<file path="config.mk">
export PLATFORM = sky130hd
export DESIGN_NAME = word_downsizer
export DESIGN_NICKNAME = d
export VERILOG_FILES = /design/src/rtl/word_downsizer_pkg.sv /design/src/rtl/word_downsizer.sv
export SDC_FILE = /design/constraint.sdc
export NUM_CORES = 1
export LEC_CHECK = 0
export ABC_AREA = 1
export ABC_CLOCK_PERIOD_IN_PS = 3000
export CORE_MARGIN = 2
export CORE_UTILIZATION = 47
export CTS_CLUSTER_SIZE = 20
export DETAILED_ROUTE_END_ITERATION = 12
export GPL_TIMING_DRIVEN = 0
export PLACE_DENSITY = 0.8
export SYNTH_ARGS = -nofsm -noshare
export SYNTH_HDL_FRONTEND = slang
export SYNTH_SLANG_ARGS = --single-unit
</file>
<file path="constraint.sdc">
create_clock -name clk -period 3 [get_ports clk]
set_input_delay 0.45 -clock clk [delete_from_list [all_inputs] [get_ports clk]]
set_output_delay 0.45 -clock clk [all_outputs]
set_load 0.01 [all_outputs]
</file>
<file path="src/rtl/word_downsizer_pkg.sv">
// word_downsizer_pkg: shared widths and FSM state encoding for the word downsizer
package word_downsizer_pkg;
   localparam int WORD_W = 32;
   localparam int HALF_W = 16;
   typedef enum logic [1:0] {EMPTY, FIRST, SECOND} state_t;
endpackage

</file>
<file path="src/rtl/word_downsizer.sv">
// word_downsizer: splits 32-bit words into 16-bit half-words over valid/ready
// Optional macro WORD_DOWNSIZER_COMPRESS_EN: a word whose upper half is zero
// leaves as a single half-word flagged with o_out_ext.
module word_downsizer
   import word_downsizer_pkg::*;
#(
   parameter bit LOW_FIRST = 1'b1
) (
   input  logic              clk,
   input  logic              rst,
   input  logic              i_in_valid,
   output logic              o_in_ready,
   input  logic [WORD_W-1:0] i_in_data,
   output logic              o_out_valid,
   input  logic              i_out_ready,
   output logic [HALF_W-1:0] o_out_data,
   output logic              o_out_last,
   output logic              o_out_ext
);
   state_t            r_state;
   state_t            w_next;
   logic [WORD_W-1:0] r_wd;
   logic              r_cmp;
   logic              w_cmp;
   logic              w_in_xfer;
   logic              w_out_xfer;
   logic [HALF_W-1:0] w_first;
   logic [HALF_W-1:0] w_second;
`ifdef WORD_DOWNSIZER_COMPRESS_EN
   assign w_cmp     = (i_in_data[WORD_W-1:HALF_W] == '0);
   assign o_out_ext = o_out_valid && r_cmp;
`else
   assign w_cmp     = 1'b0;
   assign o_out_ext = 1'b0;
`endif
   assign o_in_ready  = !rst && (r_state == EMPTY || (r_state == SECOND && i_out_ready)
                                 || (r_state == FIRST && r_cmp && i_out_ready));
   assign o_out_valid = (r_state != EMPTY);
   assign w_in_xfer   = i_in_valid && o_in_ready;
   assign w_out_xfer  = o_out_valid && i_out_ready;
   // A compressed word always sends its low half, whatever the order
   assign w_first     = (LOW_FIRST || r_cmp) ? r_wd[HALF_W-1:0] : r_wd[WORD_W-1:HALF_W];
   assign w_second    = LOW_FIRST ? r_wd[WORD_W-1:HALF_W] : r_wd[HALF_W-1:0];
   assign o_out_data  = (r_state == FIRST) ? w_first : (r_state == SECOND) ? w_second : '0;
   assign o_out_last  = (r_state == SECOND) || (r_state == FIRST && r_cmp);
   // Next state: an accepted word always enters FIRST, even on the edge the previous one finishes
   always_comb begin
      w_next = r_state;
      if (r_state == EMPTY)
         w_next = w_in_xfer ? FIRST : EMPTY;
      else if (w_out_xfer)
         w_next = (r_state == FIRST && !r_cmp) ? SECOND : (w_in_xfer ? FIRST : EMPTY);
   end
   // State, word and compression flag registers
   always_ff @(posedge clk) begin
      if (rst) begin
         r_state <= EMPTY;
         r_wd    <= '0;
         r_cmp   <= 1'b0;
      end else begin
         r_state <= w_next;
         if (w_in_xfer) begin
            r_wd  <= i_in_data;
            r_cmp <= w_cmp;
         end
      end
   end
endmodule

</file>
# Yosys cells after proc, flatten, opt, wreduce, memory -nomap -nowiden
# Index checks and enable logic that the tools add are counted.
# Widths: inputs -> output; s select.
[totals] word_cells=19 regBits=34 out_inout_bits=20 input_bits=36
[classes] n_eq_ne=2 mux=6 n_reduce_logical=9
[op_table] op="$mux 16" n=2
[op_table] op="$mux 2" n=3
[op_table] op="$logic_and 1x1->1" n=4
[op_table] op="$reduce_bool 2->1" n=2
[op_table] op="$eq 2x1->1 const B" n=1
[op_table] op="$eq 2x2->1 const B" n=1
[op_table] op="$logic_not 2->1" n=1
[op_table] op="$logic_not 1->1" n=1
[op_table] op="$logic_or 1x1->1" n=1
[op_table] op="$mux 1" n=1

# Longest topological paths before layout
[depth] word_depth=9 ltp_mapped=7 ltp_nobuf=6

# Least setup slack after synthesis
# No wires, ideal clock.
[synth_path] path_type="input port to output port" startpoint="in i_out_ready" endpoint="out o_in_ready" arrival_time_ns=1.021 required_time_ns=2.550 n_path_buf=1 cell_stages=4 slack_ns=1.529 path_cell_list="inv_1 -> nand2_1 -> buf_2 -> and2_1"
[synth_between] elab_chain_cells=3
[synth_lines] element="start: declaration" line="word_downsizer.sv:15" source="input logic i_out_ready,"
[synth_lines] element="$logic_and 1x1->1" line="word_downsizer.sv:36" source="assign o_in_ready = !rst && (r_state == EMPTY || (r_state == SECOND && i_out_ready)"
[synth_lines] element="$logic_or 1x1->1" line="word_downsizer.sv:36"
[synth_lines] element="$logic_and 1x1->1" line="word_downsizer.sv:36"
[synth_lines] element="end: declaration" line="word_downsizer.sv:12" source="output logic o_in_ready,"
# Every way passes these cells.

# Final worst setup path
# Ends and elaborated chain as after synthesis.

==> impl_metrics.tcl <==
set metrics [dict create \
    wire_per_inst_um 11.2 \
    synthTopCellsByArea "dfxtp_1 36%, inv_1 20%, nand2_1 14%" \
    syn_area_sq_mm 0.00187 \
    finClkSkew_ns 0.00332 \
    critPathLaunchType "input port" \
    yosysUniqueCellTypes 16 \
    grt_max_degree 11 \
    fmax_ghz 0.378 \
    first_global_vias 1730 \
    cts_tree "built" \
    synthAdderAreaFrac_pct 0 \
    fillers 344 \
    path_max_fanout 10 \
    vias 1937 \
    hpwl_um 3380 \
    synth_cells 310 \
    drive_gt1_share_pct 5.39 \
    synth_top_area_share_pct 36.4 \
    p_sw_mw 0.291 \
    seq_area_sq_um 681 \
    endpoint_kind "primary output" \
    syn_to_final_growth_pct 37.4 \
    coreArea_sq_mm 0.00374 \
    ctsLongestPathBuffers 2 \
    postRouteAntennaNets 0 \
    cts_hold_buf 0 \
    pwr-share-comb_pct 20.5 \
    die_y_um 67.1 \
    drv_cap 0 \
    critPathRequiredTime_ns 2.55 \
    arrival_ns 2.20 \
    gp_congestion 0.859 \
    yosysWarnings 0 \
    vdd_drop_max_v 0.000303 \
    syn_area_per_cell_sq_um 6.04 \
    fin_nets 406 \
    initial_core_util_pct 50.0 \
    viasPerCell 4.62 \
    grt_pass1_wl_um 7560 \
    grt_util_all_layers_pct 22.5 \
    drc_errors 0 \
    synth_xor_area_share_pct 0 \
    intPower_mw 0.821 \
    slew_violations 0 \
    clockRootBuffer "clkbuf_8" \
    met1_usage_pct 28.2 \
    post-route-min-period_ns 2.65 \
    path_clk_slew_ns 0.07 \
    placed_cells 411 \
    die_area_sq_mm 0.00450 \
    fp-row-count 22 \
    yosys.area_share.simple_pct 32.7 \
    met2_usage_pct 37.5 \
    first_pass_iters 4 \
    ys_seq_area_share_pct 36.4 \
    final_cells 419 \
    antenna_found_initial 0 \
    wl_um 4680 \
    grt.busiest_layer "met2" \
    synth_compound_area_share_pct 5.88 \
    crit_type "in2out" \
    rsz0062_at_grt "no" \
    finalHoldViolCount 0 \
    power_density_mw_per_mm2 433 \
    gr-total-overflow 0 \
    die_w_um 67.1 \
    grt_util_met3_pct 5.41 \
    io_pins 56 \
    hold_path_class "reg2reg" \
    htreeDepth 2 \
    synth.mux.area_fraction_pct 0 \
    diodes 0 \
    insertion_delay_ns 0.28 \
    worstRegToRegCells 5 \
    outcome "completed" \
    whs_path_depth 4 \
    post_cts_buffers 0 \
    synth_top_cell_by_area "dfxtp_1" \
    numPortBuffers 53 \
    synth_top_family_by_area "simple AND/OR/NAND/NOR gates" \
    cts.repair.resized 0 \
    ys_ff_latch 34 \
    drt_iter0_markers 113 \
    seqPwrFrac_pct 44.3 \
    leakage_nw 1.36 \
    switching_share_pct 26.2 \
    clkPwrFrac_pct 35.2 \
    tns_ns 0 \
    setup_viol 0 \
    multi_input_area_sq_um 726 \
    cts_num_sinks 34 \
    period_share_pct 88.2 \
    cts_buffers 5 \
    syn_nets 346 \
]
==> Yosys cell counts <==
cell and n:
buf_2 9, dfxtp_1 34, conb_1 1, nor2_1 32, a21oi_1 2, buf_1 3, and2_1 1, inv_1 101
nand3_1 1, buf_4 1, clkbuf_1 6, nand3_2 1, nor2_4 1, nand4_1 32, nand2_1 69, o22ai_1 16
==> per-stage QoR <==
stage	hold slack (ns)	worst slack, ns	total power [mW]	utilization, %	area, sq um
2_1_floorplan	0.492	1.53	0.637	-	1870
3_3_place_gp	0.501	0.403	0.723	65.8	2460
3_5_place_dp	0.505	0.375	0.729	65.8	2460
4_1_cts	0.517	0.375	1.12	68.7	2570
5_1_grt	0.552	0.243	1.17	68.7	2570
6_report	0.518	0.355	1.11	68.7	2570
==> worst paths after layout <==
check | startpoint | to | slack [ns]
max | i_out_ready | o_in_ready | 0.35
min | r_wd[5] | r_wd[5] | 0.52
max reg2reg | r_state[1] | r_wd[28] | 1.67
min reg2reg | r_wd[5] | r_wd[5] | 0.52
==> power groups by stage <==
stage,Sequential [mW],Clock (mW),Combinational [mW]
after floorplan,0.501,0,0.136
after global placement,0.502,0,0.222
after detailed placement,0.503,0,0.226
after CTS,0.492,0.396,0.229
after global routing,0.495,0.422,0.257
final,0.493,0.391,0.229
==> sequential cells by signal, summed over array words and instances (netlist names) <==
name / flops
r_wd: 32
r_state: 2
==> logic make-up after synthesis <==
logic type	count (synthesis)
buffers and inverters	120
and+or+nand+nor	137
other	1
AOI/OAI and AO/OA	18
DFF	34
==> final cells by class <==
cell class / instances / share of cell area (%)
Buffer: 19 / 3.36
Clock buffer: 8 / 4.28
Inverter: 101 / 14.7
Multi-Input combinational cell: 156 / 28.2
Sequential cell: 34 / 26.5
Tap cell: 48 / 2.33
Timing Repair Buffer: 53 / 20.6
==> critical path, stage by stage <==
cell	delay (ns)
clkdlybuf4s50_1	0.50
inv_1	0.07
nand2_1	0.20
buf_2	0.28
and2_1	0.16
clkdlybuf4s50_1	0.54
==> layout by cell type (no fill, tap or decap), types with 2 or more instances in the layout <==
cell / synthesis / final
inv_1: 101 / 101
nand2_1: 69 / 69
clkdlybuf4s50_1: 0 / 53
dfxtp_1: 34 / 34
nand4_1: 32 / 32
nor2_1: 32 / 32
o22ai_1: 16 / 16
buf_2: 9 / 9
clkbuf_8: 0 / 8
clkbuf_1: 6 / 6
buf_1: 3 / 3
a21oi_1: 2 / 2
==> metal layers <==
| layer | share of wire (%) | wire, um |
|---|---|---|
| met4 | 1.5 | 69 |
| met3 | 6.1 | 283 |
| met1 | 45 | 2090 |
| met2 | 48 | 2230 |
| met5 | 0 | 0 |
Power figures use the tool's default switching activity.
